$ cat src/rtl/dmem_arbiter.sv
// dmem_arbiter: shares one single-port data memory between the LSU (port 0)
// and the DMA/debug loader (port 1). Port 0 has fixed priority, but a
// starvation counter force-grants port 1 after STARVE_LIMIT refused cycles.
// Reads return registered data one cycle after the grant.
// Optional: define DMEM_ARB_STATS_EN to add grant/conflict statistics counters.
module dmem_arbiter #(
  parameter int AW           = 32,
  parameter int DW           = 32,
  parameter int STARVE_LIMIT = 4
) (
  input  logic          clk,
  input  logic          rst,
  input  logic          req0,
  input  logic          we0,
  input  logic [AW-1:0] addr0,
  input  logic [DW-1:0] wdata0,
  output logic          gnt0,
  output logic          rvalid0,
  output logic [DW-1:0] rdata0,
  input  logic          req1,
  input  logic          we1,
  input  logic [AW-1:0] addr1,
  input  logic [DW-1:0] wdata1,
  output logic          gnt1,
  output logic          rvalid1,
  output logic [DW-1:0] rdata1,
  output logic          mem_we,
  output logic          mem_re,
  output logic [AW-1:0] mem_a,
  output logic [DW-1:0] mem_wd,
  input  logic [DW-1:0] mem_rd
`ifdef DMEM_ARB_STATS_EN
  ,
  output logic [31:0]   grant_cnt0,
  output logic [31:0]   grant_cnt1,
  output logic [31:0]   conflict_cnt
`endif
);

  localparam int NP = 2;
  localparam logic [3:0] LIMIT = 4'(STARVE_LIMIT);

  typedef enum logic [1:0] {IDLE, SERVE0, SERVE1} state_t;

  state_t                 last;
  logic                   last_rd;
  logic [3:0]             starve_cnt;
  logic                   force1;
  logic [NP-1:0]          gnt;
  logic [NP-1:0]          we;
  logic [NP-1:0][DW-1:0]  rdata_q;

  assign we = {we1, we0};

  // Arbitration: starvation override first, then fixed priority to port 0.
  // Reset suppresses every grant so nothing reaches memory while rst is high.
  always_comb begin
    force1 = req1 & (starve_cnt == LIMIT);
    gnt    = '0;
    if (!rst) begin
      if (force1)    gnt[1] = 1'b1;
      else if (req0) gnt[0] = 1'b1;
      else if (req1) gnt[1] = 1'b1;
    end
  end

  assign gnt0 = gnt[0];
  assign gnt1 = gnt[1];

  // Memory-side mux: granted port drives the interface, idle drives zeros.
  always_comb begin
    mem_we = 1'b0;
    mem_re = 1'b0;
    mem_a  = '0;
    mem_wd = '0;
    if (gnt[0]) begin
      mem_we = we0;
      mem_re = ~we0;
      mem_a  = addr0;
      mem_wd = wdata0;
    end else if (gnt[1]) begin
      mem_we = we1;
      mem_re = ~we1;
      mem_a  = addr1;
      mem_wd = wdata1;
    end
  end

  // Starvation counter: counts consecutive refused port-1 cycles, saturating.
  always_ff @(posedge clk or posedge rst) begin
    if (rst)                   starve_cnt <= '0;
    else if (!req1 || gnt[1])  starve_cnt <= '0;
    else if (starve_cnt != LIMIT) starve_cnt <= starve_cnt + 4'd1;
  end

  // Last-grant FSM: remembers who was served and whether it was a read,
  // so the response valid can be steered to the right port next cycle.
  always_ff @(posedge clk or posedge rst) begin
    if (rst) begin
      last    <= IDLE;
      last_rd <= 1'b0;
    end else begin
      case (1'b1)
        gnt[0]: begin
          last    <= SERVE0;
          last_rd <= ~we0;
        end
        gnt[1]: begin
          last    <= SERVE1;
          last_rd <= ~we1;
        end
        default: begin
          last    <= IDLE;
          last_rd <= 1'b0;
        end
      endcase
    end
  end

  assign rvalid0 = last_rd & (last == SERVE0);
  assign rvalid1 = last_rd & (last == SERVE1);

  // Per-port read data capture; holds the previous word between reads.
  for (genvar p = 0; p < NP; p++) begin : g_rsp
    always_ff @(posedge clk or posedge rst) begin
      if (rst)                  rdata_q[p] <= '0;
      else if (gnt[p] && !we[p]) rdata_q[p] <= mem_rd;
    end
  end

  assign rdata0 = rdata_q[0];
  assign rdata1 = rdata_q[1];

`ifdef DMEM_ARB_STATS_EN
  // Statistics: grants per port and cycles where both ports competed.
  always_ff @(posedge clk or posedge rst) begin
    if (rst) begin
      grant_cnt0   <= '0;
      grant_cnt1   <= '0;
      conflict_cnt <= '0;
    end else begin
      if (gnt[0])        grant_cnt0   <= grant_cnt0 + 32'd1;
      if (gnt[1])        grant_cnt1   <= grant_cnt1 + 32'd1;
      if (req0 && req1)  conflict_cnt <= conflict_cnt + 32'd1;
    end
  end
`endif

endmodule

$ cat config.mk
export PLATFORM = sky130hd
export DESIGN_NAME = dmem_arbiter
export DESIGN_NICKNAME = d
export VERILOG_FILES = /design/src/rtl/dmem_arbiter.sv
export SDC_FILE = /design/constraint.sdc
export NUM_CORES = 1
export LEC_CHECK = 0
export CELL_PAD_IN_SITES_DETAIL_PLACEMENT = 0
export CELL_PAD_IN_SITES_GLOBAL_PLACEMENT = 1
export CORE_ASPECT_RATIO = 1.2
export CORE_MARGIN = 3
export CORE_UTILIZATION = 24
export DETAILED_ROUTE_END_ITERATION = 10
export GPL_ROUTABILITY_DRIVEN = 0
export PLACE_DENSITY_LB_ADDON = 0.08
export SYNTH_ARGS = -nofsm -noshare
export SYNTH_HDL_FRONTEND = slang
export SYNTH_SLANG_ARGS = --single-unit
$ cat constraint.sdc
create_clock -name clk -period 16.55 [get_ports clk]
set_input_delay 4.965 -clock clk [delete_from_list [all_inputs] [get_ports clk]]
set_output_delay 4.965 -clock clk [all_outputs]
set_load 0.005 [all_outputs]
==> results of run 1 <==
## power breakdown
part	leakage, nW	switching (mW)	internal, mW
Sequential	0.856	0.0169	0.207
Clock	0.163	0.0706	0.141
Combinational	1.76	0.0555	0.137
Total	2.78	0.143	0.485
## worst paths after layout
path / endpoint / depth (start not counted) / start / slack, ns
min reg2reg: rdata1[28]$_DFFE_PP0P_ / 1 / rdata1[28]$_DFFE_PP0P_ / 0.48
max in group asynchronous: rdata1[19]$_DFFE_PP0P_ / 3 / rst / 10.55
max: mem_wd[26] / 5 / req0 / 4.19
max reg2reg: rdata0[20]$_DFFE_PP0P_ / 6 / starve_cnt[0]$_DFFE_PP0P_ / 14.19
min: rdata1[28]$_DFFE_PP0P_ / 1 / rdata1[28]$_DFFE_PP0P_ / 0.48
min in group asynchronous: rdata0[28]$_DFFE_PP0P_ / 3 / rst / 5.40
## cells in the final DEF, fill, tap and decap left out, types with 2 or more instances in the layout
cell / count
inv_1: 3
clkdlybuf4s50_1: 299
clkbuf_8: 2
mux2_1: 8
o21ai_0: 2
buf_4: 5
mux2_2: 56
a22o_1: 65
ha_1: 2
bufinv_16: 2
dfrtp_1: 71
clkbuf_16: 9
nand3_1: 2
nand2b_1: 2
clkinv_4: 2
nand2_1: 2
## state kept, by name, indices dropped and copies added (netlist names)
signal	cells
rdata0	32
rdata1	32
starve_cnt	4
last	2
last_rd	1
## per-stage QoR
stage	area (um^2)	hold slack (ns)
3_5_place_dp	6550	0.4737
5_1_grt	6887	0.5112
6_report	6887	0.4803
2_1_floorplan	3407	0.4828
4_1_cts	6884	0.4853
3_3_place_gp	6550	0.4701
## cells in the mapped netlist
cell type | n | share of area
buf_6 | 3 | 0.0099
inv_1 | 4 | 0.0044
a211oi_4 | 1 | 0.0059
o21ai_0 | 2 | 0.0029
nand4b_1 | 1 | 0.0026
o32ai_1 | 1 | 0.0026
nand3_1 | 2 | 0.0029
a22o_1 | 65 | 0.17
nor3_1 | 1 | 0.0015
dfrtp_1 | 71 | 0.52
nand2b_1 | 2 | 0.0037
ha_1 | 2 | 0.0073
xor2_1 | 1 | 0.0026
o2111ai_1 | 1 | 0.0026
a311oi_1 | 1 | 0.0026
buf_2 | 13 | 0.019
clkbuf_1 | 4 | 0.0044
o41ai_1 | 1 | 0.0026
a21o_1 | 1 | 0.0022
nand2_1 | 2 | 0.0022
mux2_2 | 56 | 0.19
nand3b_4 | 1 | 0.0059
mux2_1 | 8 | 0.026
nor2_1 | 1 | 0.0011
and3b_1 | 1 | 0.0026
nor3b_2 | 1 | 0.0037
and3_1 | 1 | 0.0018
a21oi_1 | 2 | 0.0029
## area by class of cell
type                            instances  share of cell area
Multi-Input combinational cell        155              0.2198
Sequential cell                        71              0.2580
Inverter                                4            0.002180
Clock buffer                           12             0.03725
Antenna cell                            1           0.0003634
Tap cell                              171             0.03107
Clock inverter                          4             0.01126
Timing Repair Buffer                  304              0.4400
## worst max-delay path, cell delays in order
cell and delay [ns]:
clkdlybuf4s50_1 0.66, and3_2 0.47, buf_4 0.51, a22o_1 0.24
clkdlybuf4s50_1 0.52
## cell families after synthesis
logic type                 after synthesis  share of synthesized area
AOI/OAI and AO/OA                       75                     0.1913
buffers and inverters                   24                    0.03782
muxes                                   64                     0.2115
adders and majority gates                2                   0.007344
DFF                                     71                     0.5215
and+or+nand+nor                         13                    0.02791
xor gates and xnor gates                 1                   0.002571
## layer usage
metal | track usage | vias up
met5 | 0 | -
met4 | 0.05088 | 0
met3 | 0.06502 | 14
met2 | 0.2974 | 166
met1 | 0.1798 | 1597
li1 | - | 1556
==> results.toml, run 1 <==
[clocking]
clk_path_buf_depth = 2
cts_tree = "built"
cts_root_buf = "clkbuf_16"
cts.sinks = 71
insertion_delay_ns = 0.33
cts_hold_buf = 0
cts_buffers = 9
cts.clk_slew.worst_paths_ns = 0.05
postCtsSetupBuffers = 0
ctsHtreeMaxLevel = 3
cts_resized = 0

[worst_setup_path]
cp.arrival_ns = 7.40
critical_path_class = "input pin to primary output"
start_kind = "input pin"
end_kind = "primary output"
critPathRequiredTime_ns = 11.58
crit_fanout = 51

[final_layout]
drive_gt1_frac = 0.1491
post-route-util = 0.4983
final_cells = 722
multiInputGateArea_mm2 = 0.001514
seq_area_mm2 = 0.001777
nFillCells = 1267
num-nets-final = 713
area_delta_synth_final_pct = 102.1

[placed_design]
portBuffers = 299
place_hpwl_um = 10930
dp.cells = 705
pre_cts_slack_ns = 4.172

[drt]
dr_total_vias = 3333
viasPerCell = 4.616
remaining_drc_errors = 0
totalWireLength_um = 13980
drt-initial-drc-count = 198
first_pass_iters = 4
ant_nets = 0
routedWlPerCell_um = 19.36
wl_met2_um = 7327
route.met3.wl_um = 1384
highest_layer = "met4"
wl_met1_um = 5010

[synth]
syn_avg_cell_area_um2 = 13.63
yosysSeqAreaShare = 0.5215
synthCells = 250
synth_cell_types = 28
syn_nets = 418
netlist_area_mm2 = 0.003407
ys_seq_elements = 71
synth_warnings = 0

[floorplanning]
core-area_mm2 = 0.01382
placementRows = 47
die_h_um = 136.5
die_x_um = 114.8
initial_core_util = 0.2465
die_area_mm2 = 0.01567
io_pins = 300

[job]
drv_cap = 0

[timing]
finClkSkew_ns = 0.008161
finalHoldViolCount = 0
setup_viol = 0
max_freq_mhz = 80.89
fin_ws_ns = 4.187
finalMaxSlewViolations = 0
setup_tns_ns = 0
rsz0062_at_grt = "false"
period_share = 0.7470
period_needed_ns = 12.36
relSlewSlack = 0.3983
tightest_slew_ns = 0.9025

[grt]
grt_max_degree = 73
grt_overflow_total = 0
first_global_vias = 3471
grt_pass1_wl_um = 19910
track_usage = 0.1661
antenna_found_initial = 1

[pwr]
vdd_drop_max_v = 0.00007999
powerDensity_mw_per_mm2 = 91.13
power_mw = 0.6276
p_leak_nw = 2.780

[hold_path]
worstHoldPathType = "flop to flop"

[status]
status = "finished, final reports clean"
(Power assumes the default switching activity.)
==> inputs of run 2 (changes only) <==
--- a/config.mk
+++ b/config.mk
@@ -9,7 +9,7 @@
 export CELL_PAD_IN_SITES_GLOBAL_PLACEMENT = 1
 export CORE_ASPECT_RATIO = 1.2
 export CORE_MARGIN = 3
-export CORE_UTILIZATION = 24
+export CORE_UTILIZATION = 22
 export DETAILED_ROUTE_END_ITERATION = 10
 export GPL_ROUTABILITY_DRIVEN = 0
 export PLACE_DENSITY_LB_ADDON = 0.08
==> constraint.sdc (replaced) <==
create_clock -name clk -period 12 [get_ports clk]
set_input_delay 3.6 -clock clk [delete_from_list [all_inputs] [get_ports clk]]
set_output_delay 3.6 -clock clk [all_outputs]
set_load 0.005 [all_outputs]
==> results.toml, run 2 (same netlist as run 1, synthesis figures left out) <==
[pwr]
switching_share = 0.2460
powerDensity_mw_per_mm2 = 119.7
p_leak_nw = 2.743
vdd_drop_max_v = 0.00009448
clockPowerShare = 0.300
pwr-share-comb = 0.324
p_seq_frac = 0.376
internal_power_mw = 0.6201
switchingPower_mw = 0.2023

[hold_path]
holdPathStages = 1
min_from = "rdata1[1]$_DFFE_PP0P_"
worstHoldPathType = "flop to flop"

[clocking]
clk_path_buf_depth = 2
cts.sinks = 71
cts_buffers = 9
ctsHtreeMaxLevel = 3
insertion_delay_ns = 0.33
cts_resized = 0
cts_hold_buf = 0
postCtsSetupBuffers = 0
cts_root_buf = "clkbuf_16"
cts.clk_slew.worst_paths_ns = 0.06
cts_tree = "built"

[drt]
wl_met1_um = 5017
drt-initial-drc-count = 119
wl_met2_um = 7434
totalWireLength_um = 14360
highest_layer = "met5"
first_pass_iters = 4
route.met3.wl_um = 1542
routedWlPerCell_um = 19.04
dr_total_vias = 3402
viasPerCell = 4.512
remaining_drc_errors = 0
ant_nets = 0

[job]
drv_cap = 0

[final_layout]
area_delta_synth_final_pct = 101.7
multiInputGateArea_mm2 = 0.001514
final_common_cell = "clkdlybuf4s50_1"
most-common-layout-cells = "clkdlybuf4s50_1 (299), dfrtp_1 (71), a22o_1 (65)"
drive_gt1_frac = 0.1494
num-nets-final = 712
seq_area_mm2 = 0.001777
nFillCells = 1436

[floorplanning]
core-area_mm2 = 0.01508
placementRows = 49
die_h_um = 142.3
io_pins = 300
die_x_um = 119.6
initial_core_util = 0.2259
die_area_mm2 = 0.01702

[worst_setup_path]
timing.rr.start = "starve_cnt[0]$_DFFE_PP0P_"
critical_path_class = "input pin to primary output"
cpMaxStageDelayCell = "a21oi_4"
crit_chain = "clkdlybuf4s50_1 -> nand2b_1 -> a21oi_4 -> buf_4 -> a22o_1 -> clkdlybuf4s50_1"
end_kind = "primary output"
cp.arrival_ns = 6.37
crit_fanout = 39
crit_start = "rst"
max_stage_delay_ns = 0.67
reg2regPathDepth = 6
critPathRequiredTime_ns = 8.40
start_kind = "input pin"
cp_common_cell = "clkdlybuf4s50_1"

[grt]
antenna_found_initial = 2
first_global_vias = 3654
grt_overflow_total = 0
track_usage = 0.1608
grt_max_degree = 73
grt_pass1_wl_um = 21160

[timing]
setup_tns_ns = 0
tightest_slew_ns = 1.251
hold_ws_ns = 0.4877
rsz0062_at_grt = "false"
setup_viol = 0
finalMaxSlewViolations = 0
relSlewSlack = 0.1658
max_freq_mhz = 100.3
period_needed_ns = 9.969
finClkSkew_ns = 0.006802
finalHoldViolCount = 0
period_share = 0.8307

[placed_design]
place_hpwl_um = 11190
portBuffers = 299

[status]
status = "finished, final reports clean"
==> run 2: cell types whose count changed in the layout (fill, tap and decap cells not counted) <==
cell        before  now
buf_4            5    4
clkbuf_8         2    1
bufinv_16        2    0
inv_6            0    1
clkbuf_1         1    0
clkinv_4         2    1
clkinvlp_4       0    3
clkinv_2         0    1
==> run 2: path summary, 6_finish.rpt <==
kind | slack (ns) | endpoint
min in group asynchronous | 4.04 | starve_cnt[0]$_DFFE_PP0P_
max in group asynchronous | 7.36 | rdata1[8]$_DFFE_PP0P_
setup / recovery | 2.03 | mem_a[0]
hold reg to reg | 0.49 | rdata1[1]$_DFFE_PP0P_
setup reg to reg | 9.72 | rdata0[27]$_DFFE_PP0P_
hold / removal | 0.49 | rdata1[1]$_DFFE_PP0P_
==> run 2: final cells by class <==
cell class	count	area share
Clock inverter	6	0.006556
Clock buffer	10	0.03478
Inverter	4	0.002185
Timing Repair Buffer	303	0.4400
Sequential cell	71	0.2586
Multi-Input combinational cell	155	0.2204
Tap cell	204	0.03715
Antenna cell	1	0.0003642
==> run 2: routing by layer <==
metal,GRT usage,up-vias
li1,-,1559
met1,0.1651,1635
met4,0.05971,2
met2,0.2881,181
met5,0,-
met3,0.07316,25
==> run 2: power groups by stage <==
stage	clock (mW)	sequential (mW)	combinational, mW
after floorplan	0	0.315	0.0710
after global placement	0	0.310	0.269
after detailed placement	0	0.313	0.270
after CTS	0.258	0.310	0.272
after global routing	0.267	0.316	0.287
final	0.247	0.309	0.267
==> run 2: worst max-delay path: cells and delay by family <==
kind | cells | cell delay (ns)
compound gates | 2 | 0.92
simple gates | 1 | 0.29
buf+inv | 3 | 1.54
==> run 2: per-stage QoR <==
| stage | power [mW] | utilization | instance area (um^2) | setup slack, ns | instances |
|---|---|---|---|---|---|
| final | 0.8224 | 0.4555 | 6870 | 2.031 | 754 |
| after global routing | 0.8694 | 0.4555 | 6870 | 1.853 | 754 |
| after CTS | 0.8397 | 0.4554 | 6868 | 2.017 | 753 |
| after detailed placement | 0.5833 | 0.4365 | 6584 | 2.036 | 737 |
| after global placement | 0.5789 | 0.4365 | 6584 | 2.080 | 737 |
| after floorplan | 0.3862 | - | 3407 | 2.378 | 250 |
